--- src/rtl/if_pkg.sv ---
// if_pkg: shared types and constants for the instruction fetch unit.
// Contents: fetch FSM state encoding, beq/bne opcodes, default reset PC.
package if_pkg;

    typedef enum logic [2:0] {
        ST_BOOT  = 3'd0,
        ST_REQ   = 3'd1,
        ST_DRAIN = 3'd2,
        ST_VALID = 3'd3,
        ST_HALT  = 3'd4
    } if_state_e;

    localparam logic [5:0]  OPC_BEQ          = 6'h04;
    localparam logic [5:0]  OPC_BNE          = 6'h05;
    localparam logic [31:0] DEFAULT_RESET_PC = 32'h0040_0000;

endpackage

--- src/rtl/if_btfn_pred.sv ---
// if_btfn_pred: backward-taken/forward-not-taken next-PC predictor (combinational).
// Ports: instr - captured instruction word; pc - its address;
//        next_pc - branch target for backward beq/bne, otherwise pc+4.
// Instantiated by instr_fetch only when IF_BTFN_PREDICT_EN is defined.
module if_btfn_pred
    import if_pkg::*;
(
    input  logic [31:0] instr,
    input  logic [31:0] pc,
    output logic [31:0] next_pc
);

    logic [31:0] seq_pc;
    logic [31:0] br_pc;
    logic        taken;
    logic        unused_instr_bits;

    assign unused_instr_bits = ^instr[25:16];

    always_comb begin
        seq_pc  = pc + 32'd4;
        br_pc   = seq_pc + {{14{instr[15]}}, instr[15:0], 2'b00};
        // Only a negative displacement (backward branch) is predicted taken.
        taken   = (instr[31:26] == OPC_BEQ || instr[31:26] == OPC_BNE) && instr[15];
        next_pc = taken ? br_pc : seq_pc;
    end

endmodule

--- src/rtl/instr_fetch.sv ---
// instr_fetch: single-outstanding-request instruction fetch unit feeding a decode queue.
// Ports: CLK/RESET (async, active-high); SYS flush; STALL_IN decode backpressure;
//        REDIRECT_VALID/REDIRECT_PC redirect; IMEM_REQ/IMEM_ADDR/IMEM_ACK/IMEM_RDATA
//        memory handshake; Instr_OUT/Instr_PC_OUT/STALL_OUT decode-side output.
// Option: define IF_BTFN_PREDICT_EN to use the backward-branch predictor for next PC.
module instr_fetch
    import if_pkg::*;
#(
    parameter logic [31:0] RESET_PC = DEFAULT_RESET_PC
) (
    input  logic        CLK,
    input  logic        RESET,
    input  logic        SYS,
    input  logic        STALL_IN,
    input  logic        REDIRECT_VALID,
    input  logic [31:0] REDIRECT_PC,
    output logic        IMEM_REQ,
    output logic [31:0] IMEM_ADDR,
    input  logic        IMEM_ACK,
    input  logic [31:0] IMEM_RDATA,
    output logic [31:0] Instr_OUT,
    output logic [31:0] Instr_PC_OUT,
    output logic        STALL_OUT
);

    if_state_e   state_q, state_d;
    logic [31:0] addr_q, addr_d;
    logic [31:0] instr_q, instr_d;
    logic [31:0] ipc_q, ipc_d;
    logic [31:0] tgt_q, tgt_d;
    logic        req_q, req_d;
    logic        stall_q, stall_d;
    logic        sys_q, sys_d;
    logic [31:0] next_pc;
    logic [31:0] redir_pc;
    logic        in_flight;
    logic        unused_redir_lsb;

`ifdef IF_BTFN_PREDICT_EN
    if_btfn_pred u_pred (
        .instr   (instr_q),
        .pc      (ipc_q),
        .next_pc (next_pc)
    );
`else
    assign next_pc = ipc_q + 32'd4;
`endif

    assign redir_pc         = {REDIRECT_PC[31:2], 2'b00};
    assign unused_redir_lsb = ^REDIRECT_PC[1:0];
    // A request still waiting for its ack must be drained, never withdrawn.
    assign in_flight        = req_q && !IMEM_ACK;

    always_comb begin
        state_d = state_q;
        addr_d  = addr_q;
        instr_d = instr_q;
        ipc_d   = ipc_q;
        tgt_d   = tgt_q;
        req_d   = req_q;
        stall_d = stall_q;
        sys_d   = sys_q;
        if (REDIRECT_VALID) begin
            stall_d = 1'b1;
            sys_d   = 1'b0;
            if (in_flight) begin
                state_d = ST_DRAIN;
                tgt_d   = redir_pc;
            end else begin
                state_d = ST_REQ;
                addr_d  = redir_pc;
                req_d   = 1'b1;
            end
        end else if (SYS) begin
            stall_d = 1'b1;
            // sys_q marks a drain that ends in HALT instead of a refetch.
            sys_d   = in_flight;
            state_d = in_flight ? ST_DRAIN : ST_HALT;
            req_d   = in_flight;
        end else begin
            case (state_q)
                ST_BOOT: begin
                    state_d = ST_REQ;
                    req_d   = 1'b1;
                end
                ST_REQ: if (IMEM_ACK) begin
                    state_d = ST_VALID;
                    instr_d = IMEM_RDATA;
                    ipc_d   = addr_q;
                    req_d   = 1'b0;
                    stall_d = 1'b0;
                end
                ST_DRAIN: if (IMEM_ACK) begin
                    state_d = sys_q ? ST_HALT : ST_REQ;
                    addr_d  = sys_q ? addr_q : tgt_q;
                    req_d   = !sys_q;
                    sys_d   = 1'b0;
                end
                ST_VALID: if (!STALL_IN) begin
                    state_d = ST_REQ;
                    addr_d  = next_pc;
                    req_d   = 1'b1;
                    stall_d = 1'b1;
                end
                default: ;
            endcase
        end
    end

    always_ff @(posedge CLK or posedge RESET) begin
        if (RESET) begin
            state_q <= ST_BOOT;
            addr_q  <= RESET_PC;
            instr_q <= '0;
            ipc_q   <= '0;
            tgt_q   <= '0;
            req_q   <= 1'b0;
            stall_q <= 1'b1;
            sys_q   <= 1'b0;
        end else begin
            state_q <= state_d;
            addr_q  <= addr_d;
            instr_q <= instr_d;
            ipc_q   <= ipc_d;
            tgt_q   <= tgt_d;
            req_q   <= req_d;
            stall_q <= stall_d;
            sys_q   <= sys_d;
        end
    end

    assign IMEM_REQ     = req_q;
    assign IMEM_ADDR    = addr_q;
    assign Instr_OUT    = instr_q;
    assign Instr_PC_OUT = ipc_q;
    assign STALL_OUT    = stall_q;

endmodule

--- config.mk ---
export PLATFORM = sky130hd
export DESIGN_NAME = instr_fetch
export DESIGN_NICKNAME = d
export VERILOG_FILES = /design/src/rtl/if_pkg.sv /design/src/rtl/if_btfn_pred.sv /design/src/rtl/instr_fetch.sv
export SDC_FILE = /design/constraint.sdc
export NUM_CORES = 1
export LEC_CHECK = 0
export BUFFER_PORTS_ARGS = -buffer_cell sky130_fd_sc_hd__buf_2
export CORE_MARGIN = 2
export CORE_UTILIZATION = 37
export DETAILED_ROUTE_END_ITERATION = 10
export PLACE_DENSITY_LB_ADDON = 0.1
export SYNTH_ARGS = -nofsm -noshare
export SYNTH_HDL_FRONTEND = slang
export SYNTH_SLANG_ARGS = --single-unit
--- constraint.sdc ---
create_clock -name CLK -period 13.57 [get_ports CLK]
set_clock_uncertainty 0.05 [all_clocks]
set_input_delay 2.714 -clock CLK [delete_from_list [all_inputs] [get_ports CLK]]
set_output_delay 2.714 -clock CLK [all_outputs]
set_load 0.02 [all_outputs]
==> After elaboration in Yosys (flattened, before gate mapping) <==
Cells that the tools add are included.
{ "word_totals": {"ff_bits": 132, "in_bits": 70, "out_inout_bits": 98} }
{ "classes": {"eq_ne": 11, "n_bitwise": 2, "n_reduce_logical": 16, "mux": 29, "addsub": 1} }
{ "ops": {"columns": ["op", "n"], "rows": [
  ["32-bit 2-to-1 mux", 6],
  ["32-bit one-hot mux with 2 select lines", 1],
  ["32-bit by 3-bit adder with 32-bit output, second input constant", 1],
  ["3-bit 2-to-1 mux", 7],
  ["4-bit != test, second input constant", 3],
  ["3-bit one-hot mux with 4 select lines", 1],
  ["1-bit 2-to-1 mux", 11],
  ["3-bit != test, second input constant", 3],
  ["3-bit nonzero test", 3],
  ["4-bit AND reduction", 2],
  ["3-bit by 2-bit equality test with 1-bit output, second input constant", 2],
  ["6-bit AND reduction", 1],
  ["6-bit nonzero test", 1],
  ["5-bit AND reduction", 1],
  ["1-bit one-hot mux with 4 select lines", 1],
  ["2-bit AND reduction", 2],
  ["4-bit nonzero test", 1],
  ["3-bit by 1-bit equality test with 1-bit output, second input constant", 1],
  ["3-bit logical NOT", 1],
  ["3-bit AND reduction", 1],
  ["1-bit logical NOT", 2],
  ["2-bit 2-to-1 mux", 1],
  ["2-bit by 1-bit != test with 1-bit output, second input constant", 1],
  ["2-bit != test, second input constant", 1],
  ["other kinds (3)", 4]
]} }

==> Depth between registers and ports, before layout <==
Gate-level depths: netlist of run 1.
{ "logic_depth": {"depth_word": 5, "ltp_mapped": 7, "depth_no_buf": 6} }

==> Least setup slack after synthesis of run 1 <==
No wires, ideal clock.
{ "synth_timing": {"kind": "input-to-reg", "startpoint": "input port IMEM_ACK", "endpoint": "register instr_q[0] (netlist: Instr_OUT[0])", "slack_ns": 9.419, "n_path_buf": 2, "stages": 6, "setup_ns": 0.125, "required_ns": 13.395, "t_arrival_ns": 3.976, "cell_sequence": "inv_1 > or2_1 > or4_1 > buf_4 > buf_6 > mux2_4"} }
{ "synth_via": {"elab_chain_cells": 1} }
{ "synth_rtl": {"columns": ["element", "line", "text"], "rows": [
  ["start, declared", "instr_fetch.sv:19", "input logic IMEM_ACK,"],
  ["4-bit AND reduction (no line)", null, null],
  ["end signal, assigned", "instr_fetch.sv:123", "instr_q <= instr_d;"],
  ["end, declared", "instr_fetch.sv:28", "logic [31:0] instr_q, instr_d;"]
]} }
No other way between the ends.
A chain may end at the register's enable or synchronous reset.

==> Final worst setup path of run 1 <==
{ "layout_timing": {"startpoint": "input port REDIRECT_VALID", "endpoint": "register instr_q[27] (netlist: Instr_OUT[27])"} }
{ "layout_via": {"elab_chain_cells": 2} }
{ "layout_rtl": {"columns": ["element", "line", "text"], "rows": [
  ["start, declared", "instr_fetch.sv:15", "input logic REDIRECT_VALID,"],
  ["1-bit NOT (no line)", null, null],
  ["4-bit AND reduction (no line)", null, null]
]} }
No other way between the ends.

==> results_dict.tcl, run 1 <==
set metrics [dict create \
    hold_violations 0 \
    ys.flop_type "dfrtp_1" \
    htree_levels 4 \
    ys_seq_area_share_pct 50.9 \
    final_cell_mix "buf_2 (165), dfrtp_1 (130), mux2_4 (60)" \
    start_util_pct 37.7 \
    drc 0 \
    crit_path_max_fanout 68 \
    io_pins 168 \
    synth_top_family_by_area "multiplexers" \
    synthCells 559 \
    synth_fp_nets 630 \
    path_cells "buf_2 -> buf_4 -> or4_4 -> buf_4 -> mux2_1" \
    ir_drop_mv 0.0897 \
    numCtsBuffers 17 \
    grt-ovfl-total 0 \
    synth_area_sq_um 6490 \
    wire_per_inst_um 17.8 \
    critPathKind "input port to flip-flop" \
    grt_usage_pct 18.9 \
    fin_crit_ps 4800 \
    drtIter0Drc 225 \
    dr.pass1.iters 4 \
    max_freq_ghz 0.208 \
    cts_tree "done" \
    regToRegEndpoint "Instr_OUT[31]$_DFFE_PP0P_" \
    slew_viol_final 0 \
    pwr-share-seq_pct 40.1 \
    pwr-share-comb_pct 31.7 \
    hold_start "Instr_OUT[28]$_DFFE_PP0P_" \
    grt_first_pass_wirelength_um 26800 \
    area_growth_pct 24.4 \
    synthArstFlopShare_pct 100 \
    cellPowerDensity_nw_per_um2 193 \
    clk_path_buf_depth 2 \
    core-area_sq_um 17200 \
    r2r_slack_ps 10900 \
    ctsResizeCount 0 \
    final_common_cell "buf_2" \
    final_layout_size_suffix_gt1_share_pct 41.4 \
    max-slew-margin-rel_pct 34.8 \
    clock_power_share_pct 28.2 \
    ant_nets 0 \
    p_sw_mw 0.551 \
    drt-vias-per-instance 5.14 \
    dpl.hpwl_um 11900 \
    hp-class "flip-flop to flip-flop" \
    clkSinkCount 132 \
    internal_power_mw 1.01 \
    pre_cts_ws_ps 8290 \
    yosysWarningCount 0 \
    via_count 4931 \
    synth_seq_cells 132 \
    wirelength_um 17100 \
    grt_pass1_vias 4957 \
    grt_setup_unrepaired "no" \
    required_ps 13820 \
    crit_slowest_cell "buf_4" \
    num_rows 48 \
    globalplace.congestion 0.807 \
    p_leak_nw 3.92 \
    tightestPinTransition_ps 976 \
    holdBufCountCts 0 \
    finalWorstSetupSlack_ps 8770 \
    layout_worst_path_cycle_share_pct 35.4 \
    die_height_um 136 \
    swShare_pct 35.4 \
    cts_setup_buffers 0 \
    synth_fa_ha_area_share_pct 0.193 \
    grt_max_degree 69 \
    clkTransAtPathRegs_ps 60 \
    setup_tns_ps 0 \
    cp.arrival_ps 5050 \
    status "finished, final reports clean" \
    synthSimpleGateAreaFrac_pct 12.9 \
    fin_nets 788 \
    numPortBuffers 165 \
    synth.avg_cell_area_sq_um 11.6 \
    dieArea_sq_um 18600 \
    antenna_found_initial 4 \
    slowest_delay_ps 760 \
    r2r_start "state_q[2]$_DFFE_PP0P_" \
    start_kind "input port" \
    cts-root-buf "clkbuf_16" \
    whs_path_depth 1 \
    cp-end-kind "flip-flop" \
    synth_xor_area_share_pct 2.16 \
    power_mw 1.56 \
    synthMuxAreaShare_pct 20.7 \
    synth.distinct_cells 57 \
    synth-compound-area-share_pct 10.1 \
    synth_edf_count 0 \
    clock_latency_ps 420 \
    die_w_um 136 \
    ff2ff_path_depth 5 \
    drv_cap 0 \
    hold_end "Instr_OUT[28]$_DFFE_PP0P_" \
    setup_viol 0 \
    crit_top_cell "buf_4" \
]
[flip-flops by register name (all words and copies together), names as in the netlist]
register / flops
IMEM_ADDR: 32
Instr_OUT: 32
Instr_PC_OUT: 32
tgt_q: 30
state_q: 3
IMEM_REQ: 1
STALL_OUT: 1
sys_q: 1
[area by class of cell]
cell class | instances | area [sq um]
inverter | 6 | 27.5
sequential | 132 | 3310
timing repair buffer | 172 | 878
fill | 1654 | 9160
multi-input combinational | 388 | 3010
clock inverter | 9 | 77.6
antenna | 4 | 10.0
tap | 225 | 282
clock buffer | 23 | 488
[logic make-up after synthesis]
family                     count (synthesis)
buffers and inverters                     39
xor gates and xnor gates                  16
adders and majority gates                  1
DFF                                      132
muxes                                    100
and+or+nand+nor                          169
AOI/OAI and AO/OA                        102
[how the worst max path moves through the flow]
| stage | from | endpoint |
|---|---|---|
| after global routing | REDIRECT_VALID | IMEM_ADDR[29]$_DFFE_PP0P_ |
| after global placement | REDIRECT_VALID | IMEM_ADDR[29]$_DFFE_PP0P_ |
| after detailed placement | REDIRECT_VALID | IMEM_ADDR[29]$_DFFE_PP0P_ |
| after CTS | REDIRECT_VALID | IMEM_ADDR[29]$_DFFE_PP0P_ |
| final | REDIRECT_VALID | Instr_OUT[27]$_DFFE_PP0P_ |
| after floorplan | RESET | IMEM_ADDR[0]$_DFFE_PP0P_ |
[metal layers]
layer	part of all wire (%)	GRT usage [%]	vias up
li1	-	-	2352
met3	5.8	5.44	24
met2	47	29.4	123
met4	2.0	7.29	0
met1	45	24.9	2432
met5	0	0	-
[cell usage after synthesis, drive strengths merged (6+ instances only)]
cell type,instances,area (sq um)
a211oi,8,60.1
a21oi,20,100
a221oi,6,52.6
a31oi,10,62.6
buf,15,109
clkbuf,18,67.6
dfrtp,130,3250
inv,6,22.5
mux2,94,1280
mux2i,6,60.1
nand2,59,221
nand3,15,75.1
nand4,8,56.3
nor2,42,158
nor4,7,50.1
o21ai,33,165
or4,6,48.8
xnor2,8,70.1
xor2,8,70.1
[per-stage QoR]
| step | util (%) | std cells | hold WS (ps) | instance area [sq um] |
|---|---|---|---|---|
| floorplan | - | 559 | 421 | 6490 |
| global placement | 43.5 | 923 | 419 | 7500 |
| detailed placement | 43.5 | 923 | 429 | 7500 |
| CTS | 46.8 | 955 | 443 | 8070 |
| global route | 46.8 | 957 | 457 | 8070 |
| finish | 46.9 | 959 | 439 | 8080 |
[critical path: cells and delay by family]
kind / cells / cell delay, ps
buf+inv: 3 / 1370
simple gates: 1 / 490
mux: 1 / 390
[power groups by stage]
stage,Clock (mW),Sequential (mW),Combinational [mW]
global route,0.467,0.644,0.534
detailed placement,0,0.631,0.499
global placement,0,0.624,0.489
CTS,0.450,0.625,0.501
finish,0.439,0.625,0.494
floorplan,0,0.720,0.227
(Power assumes the default switching activity.)
==> run 2: changes to the inputs <==
==> constraint.sdc (replaced) <==
create_clock -name CLK -period 4.6 [get_ports CLK]
set_clock_uncertainty 0.05 [all_clocks]
set_input_delay 0.92 -clock CLK [delete_from_list [all_inputs] [get_ports CLK]]
set_output_delay 0.92 -clock CLK [all_outputs]
set_load 0.02 [all_outputs]
==> results_dict.tcl, run 2 (same netlist as run 1, synthesis figures left out) <==
set metrics [dict create \
    p_leak_nw 3.97 \
    setup_tns_ps 0 \
    die_height_um 136 \
    grt_first_pass_wirelength_um 26300 \
    dp_cells 924 \
    dpl.hpwl_um 11800 \
    setup_viol 0 \
    clk_path_buf_depth 2 \
    grt_max_degree 114 \
    p_sw_mw 1.63 \
    antenna_found_initial 3 \
    via_count 4928 \
    htree_levels 4 \
    hold_violations 0 \
    whs_ps 439 \
    swShare_pct 34.3 \
    max-slew-margin-rel_pct 30.2 \
    holdBufCountCts 0 \
    grt-ovfl-total 0 \
    layout_worst_path_cycle_share_pct 58.7 \
    core-area_sq_um 17200 \
    max_freq_ghz 0.370 \
    ctsResizeCount 0 \
    whs_path_depth 1 \
    pwr-share-seq_pct 38.8 \
    r2r_start "state_q[0]$_DFFE_PP0P_" \
    status "finished, final reports clean" \
    die_w_um 136 \
    ant_nets 0 \
    final_layout_size_suffix_gt1_share_pct 41.7 \
    regArea_sq_um 3310 \
    cts-root-buf "clkbuf_16" \
    r2r_slack_ps 2200 \
    clkSinkCount 132 \
    drv_cap 0 \
    path_cells "buf_2 -> buf_4 -> o21a_1 -> buf_4 -> nor2_1 -> a31oi_1" \
    area_growth_pct 25.9 \
    multi_input_area_sq_um 3010 \
    start_kind "input port" \
    dieArea_sq_um 18600 \
    final_cell_mix "buf_2 (165), dfrtp_1 (130), mux2_4 (60)" \
    finalNonFillerCells 958 \
    clock_latency_ps 420 \
    grt_setup_unrepaired "no" \
    critPathKind "input port to flip-flop" \
    crit_slowest_cell "o21a_1" \
    clock_power_share_pct 30.7 \
    globalplace.congestion 0.815 \
    cts_setup_buffers 0 \
    crit_top_cell "buf_4" \
    cp-end-kind "flip-flop" \
    cellPowerDensity_nw_per_um2 583 \
    required_ps 4880 \
    slew_viol_final 0 \
    internal_power_mw 3.13 \
    cts_tree "done" \
    tightestPinTransition_ps 1050 \
    regToRegEndpoint "IMEM_ADDR[19]$_DFFE_PP0P_" \
    io_pins 168 \
    ir_drop_mv 0.266 \
    fin_crit_ps 2700 \
    fill_cells 1622 \
    wirelength_um 16700 \
    numPortBuffers 165 \
    numCtsBuffers 17 \
    slowest_delay_ps 670 \
    hold_start "Instr_OUT[30]$_DFFE_PP0P_" \
    crit_family "buffers and inverters" \
    hold_end "Instr_OUT[30]$_DFFE_PP0P_" \
    start_util_pct 37.7 \
    final_common_cell "buf_2" \
    crit_path_max_fanout 45 \
    fin_nets 789 \
    cp.arrival_ps 2980 \
    dr.pass1.iters 5 \
    wire_per_inst_um 17.5 \
    drtIter0Drc 295 \
    worst-path-buf-inv 3 \
    power_mw 4.76 \
    clkTransAtPathRegs_ps 60 \
    drc 0 \
    grt_usage_pct 18.5 \
    pwr-share-comb_pct 30.4 \
    hp-class "flip-flop to flip-flop" \
    ff2ff_path_depth 6 \
    num_rows 48 \
    drt-vias-per-instance 5.14 \
    grt_pass1_vias 4896 \
]
==> run 2: changes by cell type in the layout (fill, tap and decap cells not counted) <==
cell        before  now
clkbuf_8         4    3
clkbuf_1         2    0
bufinv_16        1    4
inv_6            1    2
buf_12           0    1
diode_2          4    2
clkinv_2         5    3
clkinvlp_4       3    2
clkinv_4         0    2
==> run 2: stage by stage <==
step                area (sq um)  setup slack [ps]  util [%]
CTS                         8170              1890      47.4
floorplan                   6490               107         -
global placement            7520              1530      43.6
global route                8170              1730      47.4
finish                      8170              1900      47.4
detailed placement          7520              1440      43.6
==> run 2: power by group through the flow <==
stage / clock network [mW] / logic (mW) / registers [mW]
after floorplan: 0 / 0.670 / 2.12
after global placement: 0 / 1.44 / 1.85
after detailed placement: 0 / 1.46 / 1.87
after CTS: 1.50 / 1.47 / 1.85
after global routing: 1.56 / 1.56 / 1.90
final: 1.46 / 1.45 / 1.85
==> run 2: area by class of cell <==
cell class                      count  share of cell area (%)
Antenna cell                        2                  0.0612
Clock buffer                       20                    5.71
Clock inverter                     12                    2.16
Inverter                            6                   0.337
Multi-Input combinational cell    388                    36.8
Sequential cell                   132                    40.5
Tap cell                          225                    3.45
Timing Repair Buffer              173                    11.0
==> run 2: worst max-delay path by stage <==
stage                   startpoint                   endpoint  slack [ps]  depth (start not counted)
finish              REDIRECT_VALID  IMEM_ADDR[19]$_DFFE_PP0P_        1900                          6
global route        REDIRECT_VALID  IMEM_ADDR[19]$_DFFE_PP0P_        1730                          6
CTS                 REDIRECT_VALID  IMEM_ADDR[19]$_DFFE_PP0P_        1890                          6
detailed placement  REDIRECT_VALID  IMEM_ADDR[27]$_DFFE_PP0P_        1440                          6
global placement    REDIRECT_VALID  IMEM_ADDR[19]$_DFFE_PP0P_        1530                          6
floorplan                    RESET   IMEM_ADDR[0]$_DFFE_PP0P_         110                          1
==> run 2: metal layers <==
metal	global-route usage [%]	wire (um)	up-vias
met4	7.12	295	0
met5	0	0	-
met2	29.0	7790	125
met3	4.85	1030	20
met1	24.4	7640	2424
li1	-	-	2359
